`config.mk`:
```
export PLATFORM = sky130hd
export DESIGN_NAME = voxel_region_reader
export DESIGN_NICKNAME = d
export VERILOG_FILES = /design/src/rtl/voxel_region_reader.sv
export SDC_FILE = /design/constraint.sdc
export NUM_CORES = 1
export LEC_CHECK = 0
export CAP_MARGIN = 15
export CORE_ASPECT_RATIO = 0.6
export CORE_MARGIN = 2
export CORE_UTILIZATION = 53
export CTS_BUF_LIST = sky130_fd_sc_hd__clkbuf_16
export DETAILED_ROUTE_END_ITERATION = 10
export PLACE_DENSITY = 0.81
export SYNTH_ARGS = -nofsm -noshare
export SYNTH_HDL_FRONTEND = slang
export SYNTH_SLANG_ARGS = --single-unit
```
`constraint.sdc`:
```
create_clock -name clk -period 7.6 [get_ports clk]
set_clock_uncertainty 0.1 [all_clocks]
set_input_delay 1.14 -clock clk [delete_from_list [all_inputs] [get_ports clk]]
set_output_delay 1.14 -clock clk [all_outputs]
set_load 0.05 [all_outputs]
```
`src/rtl/voxel_region_reader.sv`:
```
// Walks an inclusive voxel box over a 1R memory and streams voxel words with coordinates.
// Define VOXEL_READER_SKIP_EMPTY_EN to drop all-zero words (out_last is then tied low).
module voxel_region_reader #(
   parameter int unsigned DATA_WIDTH  = 64,
   parameter int unsigned COORD_WIDTH = 6,
   parameter int unsigned ADDR_WIDTH  = 18
) (
   input  logic                   clk,
   input  logic                   rst_n,
   input  logic                   cmd_valid,
   output logic                   cmd_ready,
   input  logic [COORD_WIDTH-1:0] cmd_x0,
   input  logic [COORD_WIDTH-1:0] cmd_y0,
   input  logic [COORD_WIDTH-1:0] cmd_z0,
   input  logic [COORD_WIDTH-1:0] cmd_x1,
   input  logic [COORD_WIDTH-1:0] cmd_y1,
   input  logic [COORD_WIDTH-1:0] cmd_z1,
   output logic [ADDR_WIDTH-1:0]  mem_read_addr,
   output logic                   mem_read_en,
   input  logic [DATA_WIDTH-1:0]  mem_read_data,
   output logic                   out_valid,
   input  logic                   out_ready,
   output logic [DATA_WIDTH-1:0]  out_data,
   output logic [COORD_WIDTH-1:0] out_x,
   output logic [COORD_WIDTH-1:0] out_y,
   output logic [COORD_WIDTH-1:0] out_z,
   output logic                   out_last,
   output logic                   done,
   output logic                   err
);

   typedef enum logic [1:0] {StIdle, StScan, StDrain} state_e;

   typedef struct packed {
      logic [DATA_WIDTH-1:0]  data;
      logic [COORD_WIDTH-1:0] x;
      logic [COORD_WIDTH-1:0] y;
      logic [COORD_WIDTH-1:0] z;
      logic                   last;
   } beat_t;

   state_e state_q, state_d;

   logic [COORD_WIDTH-1:0] x0_q, y0_q, z0_q, x1_q, y1_q, z1_q;
   logic [COORD_WIDTH-1:0] x_q, y_q, z_q;
   logic [COORD_WIDTH-1:0] tag_x_q, tag_y_q, tag_z_q;
   logic                   tag_last_q;
   logic                   inflight_q;

   beat_t       fifo_q [2];
   beat_t       head;
   logic        wr_ptr_q, rd_ptr_q;
   logic [1:0]  count_q, count_d;

   logic done_q, done_d, err_q, err_d;

   logic       cmd_fire, box_ok, pop, push, issue, last_issue, credit_ok;
   logic [2:0] occupancy;

   assign cmd_fire   = cmd_valid && (state_q == StIdle);
   assign box_ok     = (cmd_x0 <= cmd_x1) && (cmd_y0 <= cmd_y1) && (cmd_z0 <= cmd_z1);
   assign out_valid  = (count_q != 2'd0);
   assign pop        = out_valid && out_ready;
   assign last_issue = (x_q == x1_q) && (y_q == y1_q) && (z_q == z1_q);

   // Slots held = FIFO entries plus the read still in flight; a same-cycle pop frees one.
   assign occupancy = {1'b0, count_q} + {2'b00, inflight_q};
   assign credit_ok = occupancy < (3'd2 + {2'b00, pop});
   assign issue     = (state_q == StScan) && credit_ok;

   assign head = fifo_q[rd_ptr_q];

`ifdef VOXEL_READER_SKIP_EMPTY_EN
   assign push     = inflight_q && (mem_read_data != '0);
   assign out_last = 1'b0;
`else
   assign push     = inflight_q;
   assign out_last = out_valid && head.last;
`endif

   assign count_d  = count_q + {1'b0, push} - {1'b0, pop};
   assign out_data = head.data;
   assign out_x    = head.x;
   assign out_y    = head.y;
   assign out_z    = head.z;
   assign done     = done_q;
   assign err      = err_q;

   // State register
   always_ff @(posedge clk) begin
      if (!rst_n) begin
         state_q <= StIdle;
         done_q  <= 1'b0;
         err_q   <= 1'b0;
      end else begin
         state_q <= state_d;
         done_q  <= done_d;
         err_q   <= err_d;
      end
   end

   // Next-state logic
   always_comb begin
      state_d = state_q;
      done_d  = 1'b0;
      err_d   = 1'b0;
      unique case (state_q)
         StIdle: begin
            if (cmd_fire && box_ok) begin
               state_d = StScan;
            end else if (cmd_fire) begin
               err_d = 1'b1;
            end
         end
         StScan: begin
            if (issue && last_issue) state_d = StDrain;
         end
         StDrain: begin
            // No reads issue here, so an empty FIFO next cycle means nothing is left.
            if (count_d == 2'd0) begin
               state_d = StIdle;
               done_d  = 1'b1;
            end
         end
         default: state_d = StIdle;
      endcase
   end

   // Outputs
   always_comb begin
      cmd_ready     = (state_q == StIdle);
      mem_read_en   = issue;
      mem_read_addr = issue ? ADDR_WIDTH'({x_q, y_q, z_q}) : '0;
   end

   // Bounds, scan counters and read tag
   always_ff @(posedge clk) begin
      if (!rst_n) begin
         x0_q       <= '0;
         y0_q       <= '0;
         z0_q       <= '0;
         x1_q       <= '0;
         y1_q       <= '0;
         z1_q       <= '0;
         x_q        <= '0;
         y_q        <= '0;
         z_q        <= '0;
         tag_x_q    <= '0;
         tag_y_q    <= '0;
         tag_z_q    <= '0;
         tag_last_q <= 1'b0;
         inflight_q <= 1'b0;
      end else begin
         inflight_q <= issue;
         if (cmd_fire && box_ok) begin
            x0_q <= cmd_x0;
            y0_q <= cmd_y0;
            z0_q <= cmd_z0;
            x1_q <= cmd_x1;
            y1_q <= cmd_y1;
            z1_q <= cmd_z1;
            x_q  <= cmd_x0;
            y_q  <= cmd_y0;
            z_q  <= cmd_z0;
         end else if (issue && !last_issue) begin
            if (z_q == z1_q) begin
               z_q <= z0_q;
               if (y_q == y1_q) begin
                  y_q <= y0_q;
                  x_q <= x_q + 1'b1;
               end else begin
                  y_q <= y_q + 1'b1;
               end
            end else begin
               z_q <= z_q + 1'b1;
            end
         end
         if (issue) begin
            tag_x_q    <= x_q;
            tag_y_q    <= y_q;
            tag_z_q    <= z_q;
            tag_last_q <= last_issue;
         end
      end
   end

   // Two-entry output FIFO
   always_ff @(posedge clk) begin
      if (!rst_n) begin
         fifo_q[0] <= '0;
         fifo_q[1] <= '0;
         wr_ptr_q  <= 1'b0;
         rd_ptr_q  <= 1'b0;
         count_q   <= 2'd0;
      end else begin
         if (push) begin
            fifo_q[wr_ptr_q] <= '{data: mem_read_data, x: tag_x_q, y: tag_y_q, z: tag_z_q,
                                  last: tag_last_q};
            wr_ptr_q <= ~wr_ptr_q;
         end
         if (pop) rd_ptr_q <= ~rd_ptr_q;
         count_q <= count_d;
      end
   end

endmodule
```
# After elaboration in Yosys (flattened, before gate mapping)
# Memories as Yosys holds them, arrays and structs flattened. A register that Yosys moved wholly into a read port is not among the register bits.
# Cells that the tools add are included.
[totals]
mem_bits_rw = 166
regBits = 76
in_bits = 104
elab_cells = 94
memories = 1
out_inout_bits = 106
[mem_list]
columns = ["name", "depth", "word_bits", "rd", "rd_clocked_by_memory_dff", "write_ports", "line_no", "rtl"]
rows = [
  ["fifo_q", 2, 83, 1, 1, 2, "50", "beat_t fifo_q [2];"],
]
[classes]
bitwise = 4
n_addsub = 7
reduce_logical = 24
muxes = 27
n_lt_le_gt_ge = 4
n_eq_ne = 8
[op_table]
columns = ["op", "count"]
rows = [
  ["$mux 83", 1],
  ["$reduce_or 83->1", 1],
  ["$mux 6", 11],
  ["$add 6x1->6 const B", 3],
  ["$eq 6x6->1", 3],
  ["$le 6x6->1", 3],
  ["$mux 18", 1],
  ["$logic_and 1x1->1", 11],
  ["$mux 1", 10],
  ["$reduce_bool 2->1", 4],
  ["$mux 2", 3],
  ["$pmux 2 s3", 1],
  ["$reduce_and 3->1", 2],
  ["$logic_not 2->1", 2],
  ["$ne 2x1->1 const B", 2],
  ["$not 1->1", 4],
  ["$reduce_and 2->1", 2],
  ["$add 2x1->3", 1],
  ["$add 2x1->3 const A", 1],
  ["$lt 3x3->1", 1],
  ["$reduce_or 3->1", 1],
  ["$add 2x1->2", 1],
  ["$eq 2x1->1 const B", 1],
  ["$eq 2x2->1 const B", 1],
  ["3 further kinds", 3],
]

# Longest topological paths before layout
[depth]
depth_word = 8
ltp_mapped = 10
depth_no_buf = 9

# Worst setup path before layout
# No wires, ideal clock.
[synth_path]
kind = "flip-flop to flip-flop"
from = "reg inflight_q"
to = "mem fifo_q[0][0] (netlist name), enable pin"
setup_ns = 0.639
synth_period_minus_slack_ns = 7.008
required_time_ns = 6.861
path_buffers = 0
arrival_ns = 6.269
setup_slack_ns = 0.592
stages_incl_launch_ff = 3
path_cell_list = "dfxtp_1 inv_1 o21ai_0"
[synth_rtl]
columns = ["item", "line_no", "rtl"]
rows = [
  ["start, declared", "48", "logic inflight_q;"],
  ["start signal, assigned", "154", "inflight_q <= issue;"],
  ["end, declared", "50", ""],
]

# Final worst setup path
[layout_path]
from = "in out_ready"
to = "out mem_read_addr[0]"
[layout_between]
elab_chain_cells = 5
[layout_rtl]
columns = ["item", "line_no", "rtl"]
rows = [
  ["start, declared", "22", "input logic out_ready,"],
  ["$logic_and 1x1->1", "63", "assign pop = out_valid && out_ready;"],
  ["$add 2x1->3", "68", "assign credit_ok = occupancy < (3'd2 + {2'b00, pop});"],
  ["$lt 3x3->1", "68", ""],
  ["$logic_and 1x1->1", "69", "assign issue = (state_q == StScan) && credit_ok;"],
  ["$mux 18", "133", "mem_read_addr = issue ? ADDR_WIDTH'({x_q, y_q, z_q}) : '0;"],
  ["end, declared", "18", "output logic [ADDR_WIDTH-1:0] mem_read_addr,"],
]
# No other way between the ends.

==> impl_metrics.ini <==
[run_status]
status = completed

[sta]
rsz0062_at_grt = no
clock.fmax_ghz = 0.196
timing.hold.ws_ps = 371
period_share = 0.672
tightest_slew_ps = 1170
maxSlewViolCount = 0
finalSetupViolations = 0
period_minus_slack_ps = 5110
slew_headroom = 0.220
hold_violations = 0
finalSetupTns_ps = 0

[clock_network]
root_buffer = clkbuf_16
clockBufferDepth = 3
cts_tree = yes
cts_resized = 0
clk_latency_ps = 500
postCtsHoldBufs = 0
post-cts-setup-buffers = 0
clock-sinks = 243
clk_pin_slew_ps = 60
htreeDepth = 1
numCtsBuffers = 23

[route]
drt-vias-per-instance = 5.28
ant_nets = 0
routedWlPerCell_um = 18.0
dr.pass1.iters = 5
drtIter0Drc = 546
route.detailed.drc = 0
drt-total-wl_um = 25500
vias = 7490

[synthesis]
ys_ff_latch = 243
yosysTopAreaCell = edfxtp_1
ys.flop_type = edfxtp_1
synthesis.nets = 1065
synthCells = 936
yosysWarnings = 0
synth.cell_area_um2 = 11200
synth-edff-count = 166
ys_seq_area_frac = 0.584
avgSynthCellArea_um2 = 11.9
yosys-top-cells-area = edfxtp_1 (45%), dfxtp_1 (14%), and2_1 (9.6%)
yosysTopAreaCellShare = 0.446
synth-async-reset-ratio = 0
yosys.cell_types.count = 55

[place]
gp_congestion = 0.830
hpwl_um = 16900
port_buffers = 209

[pwr]
seq_power_share = 0.405
comb_power_share = 0.323
powerDensity_nw_per_um2 = 268
switching_share = 0.342
power_frac_clock = 0.271
p_leak_nw = 5.73
p_switching_mw = 1.30
p_total_mw = 3.80
ir_drop_mv = 0.159
power.internal_mw = 2.50

[global_routing]
grt_pass1_wl_um = 38300
grtUsageTotal = 0.223
grt_pass1_vias = 6909
antenna_found_initial = 0
grt_max_degree = 85
grt_overflow_total = 0

[floorplanning]
die_h_um = 116
num_rows = 41
chipWidth_um = 191
die_area_um2 = 22300
io_pins = 210
core_region_area_um2 = 20800
initial_core_util = 0.536

[worst_hold_path]
hp-class = flop to flop
min_path_cells = 2

[worst_setup_path]
r2r_slack_ps = 4550
critPathLaunchType = primary input
cp_slowest_stage_delay_ps = 790
cp_data_arrival_time_ps = 3870
cp_slowest_cell = clkdlybuf4s50_1
cp_cell_sequence = clkdlybuf4s50_1 > o21ai_1 > o21ai_1 > nand2_1 > inv_1 > buf_4 > nand2_1 > inv_1 > clkdlybuf4s50_1
cp_max_fo = 15
worstPathRequired_ps = 6360
reg2reg_depth = 4
path_buf_inv = 5
cp_num_cells = 9
end_kind = primary output
crit_type = primary input to primary output
cp_top_family = buffers and inverters

[layout]
syn_to_final_growth_pct = 26.8
antenna_cells = 0
seq_area_um2 = 6530
fillCellCount = 1555
drive_gt1_frac = 0.125
nets = 1253
multiInputGateArea_um2 = 4270

[run]
drv_cap = 0
==> placed cells by master (no fill, tap or decap), drive strengths merged, types with 4 or more instances in the layout <==
cell type and count:
a21o 4, a21oi 37, and2 171, and3 6, buf 10, clkbuf 23
clkdlybuf4s50 209, clkinv 12, dfxtp 77, edfxtp 166, ha 25, inv 54
mux2 85, mux2i 36, nand2 58, nand2b 5, nand3 10, nand4 8
nor2 48, nor3 5, nor4 5, o21ai 16, o221ai 4, xnor2 22
xor2 11
==> Yosys cell counts, drive strengths merged, types with 8 or more instances <==
cell,n
mux2,85
a21oi,37
mux2i,36
xor2,11
and2,171
inv,49
edfxtp,166
nor2,48
nand2,58
nand3,10
dfxtp,77
nand4,8
buf,9
o21ai,16
clkbuf,47
xnor2,22
ha,25
==> final cells by class <==
cell class / instances / area share
well taps: 279 / 0.0246
clock inverters: 18 / 0.00601
multi-input cells: 588 / 0.302
clock buffers: 23 / 0.0406
flip-flops and latches: 243 / 0.461
inverters: 49 / 0.0130
repair buffers: 219 / 0.153
==> worst register-to-register path, delay by kind of cell, from the launching register on <==
kind                   cells  cell delay, ps
AND/OR/NAND/NOR            2            1090
flip-flops                 1             440
buffers and inverters      2            1080
==> logic make-up (layout without fill, tap and decap cells) <==
group / count (synthesis) / count (layout) / synth area share
fa+ha+maj: 25 / 25 / 0.0280
flops: 243 / 243 / 0.584
xor+xnor: 33 / 33 / 0.0265
buf+inv: 105 / 309 / 0.0370
compound gates: 81 / 81 / 0.0441
mux: 121 / 121 / 0.118
simple gates: 328 / 328 / 0.162
==> metrics by stage <==
stage | cells | util | cell area, um^2 | setup WS, ps
floorplan | 936 | - | 11200 | 592
global placement | 1378 | 0.648 | 13500 | 2700
detailed placement | 1378 | 0.648 | 13500 | 2590
CTS | 1419 | 0.680 | 14200 | 2580
global route | 1419 | 0.680 | 14200 | 2360
finish | 1419 | 0.680 | 14200 | 2490
==> path summary, 6_finish.rpt <==
kind              start               end
max           out_ready  mem_read_addr[0]
min          tag_x_q[5]        tag_x_q[5]
max reg2reg    wr_ptr_q     fifo_q[1][25]
min reg2reg  tag_x_q[5]        tag_x_q[5]
==> state kept, by name (all words and copies together), names as in the netlist, 6 cells and up, named ones only <==
signal and cells:
y1_q 6, z0_q 6, fifo_q 166, y_q 6
tag_x_q 6, z1_q 6, x1_q 6, z_q 6
tag_z_q 6, x_q 6, tag_y_q 6, y0_q 6
==> power by group through the flow <==
stage               logic, mW  clock network [mW]  registers (mW)
CTS                      1.22                1.05            1.54
global route             1.29                1.11            1.55
detailed placement       1.22                   0            1.57
finish                   1.23                1.03            1.54
global placement         1.21                   0            1.56
floorplan               0.838                   0            1.56
==> metal layers <==
metal,GRT usage,vias up,part of all wire
li1,-,3619,-
met5,0,-,0
met1,0.337,3581,0.47
met2,0.335,256,0.44
met3,0.0430,34,0.073
met4,0.0482,0,0.021
Note: power is estimated with default switching activity, not from simulation.
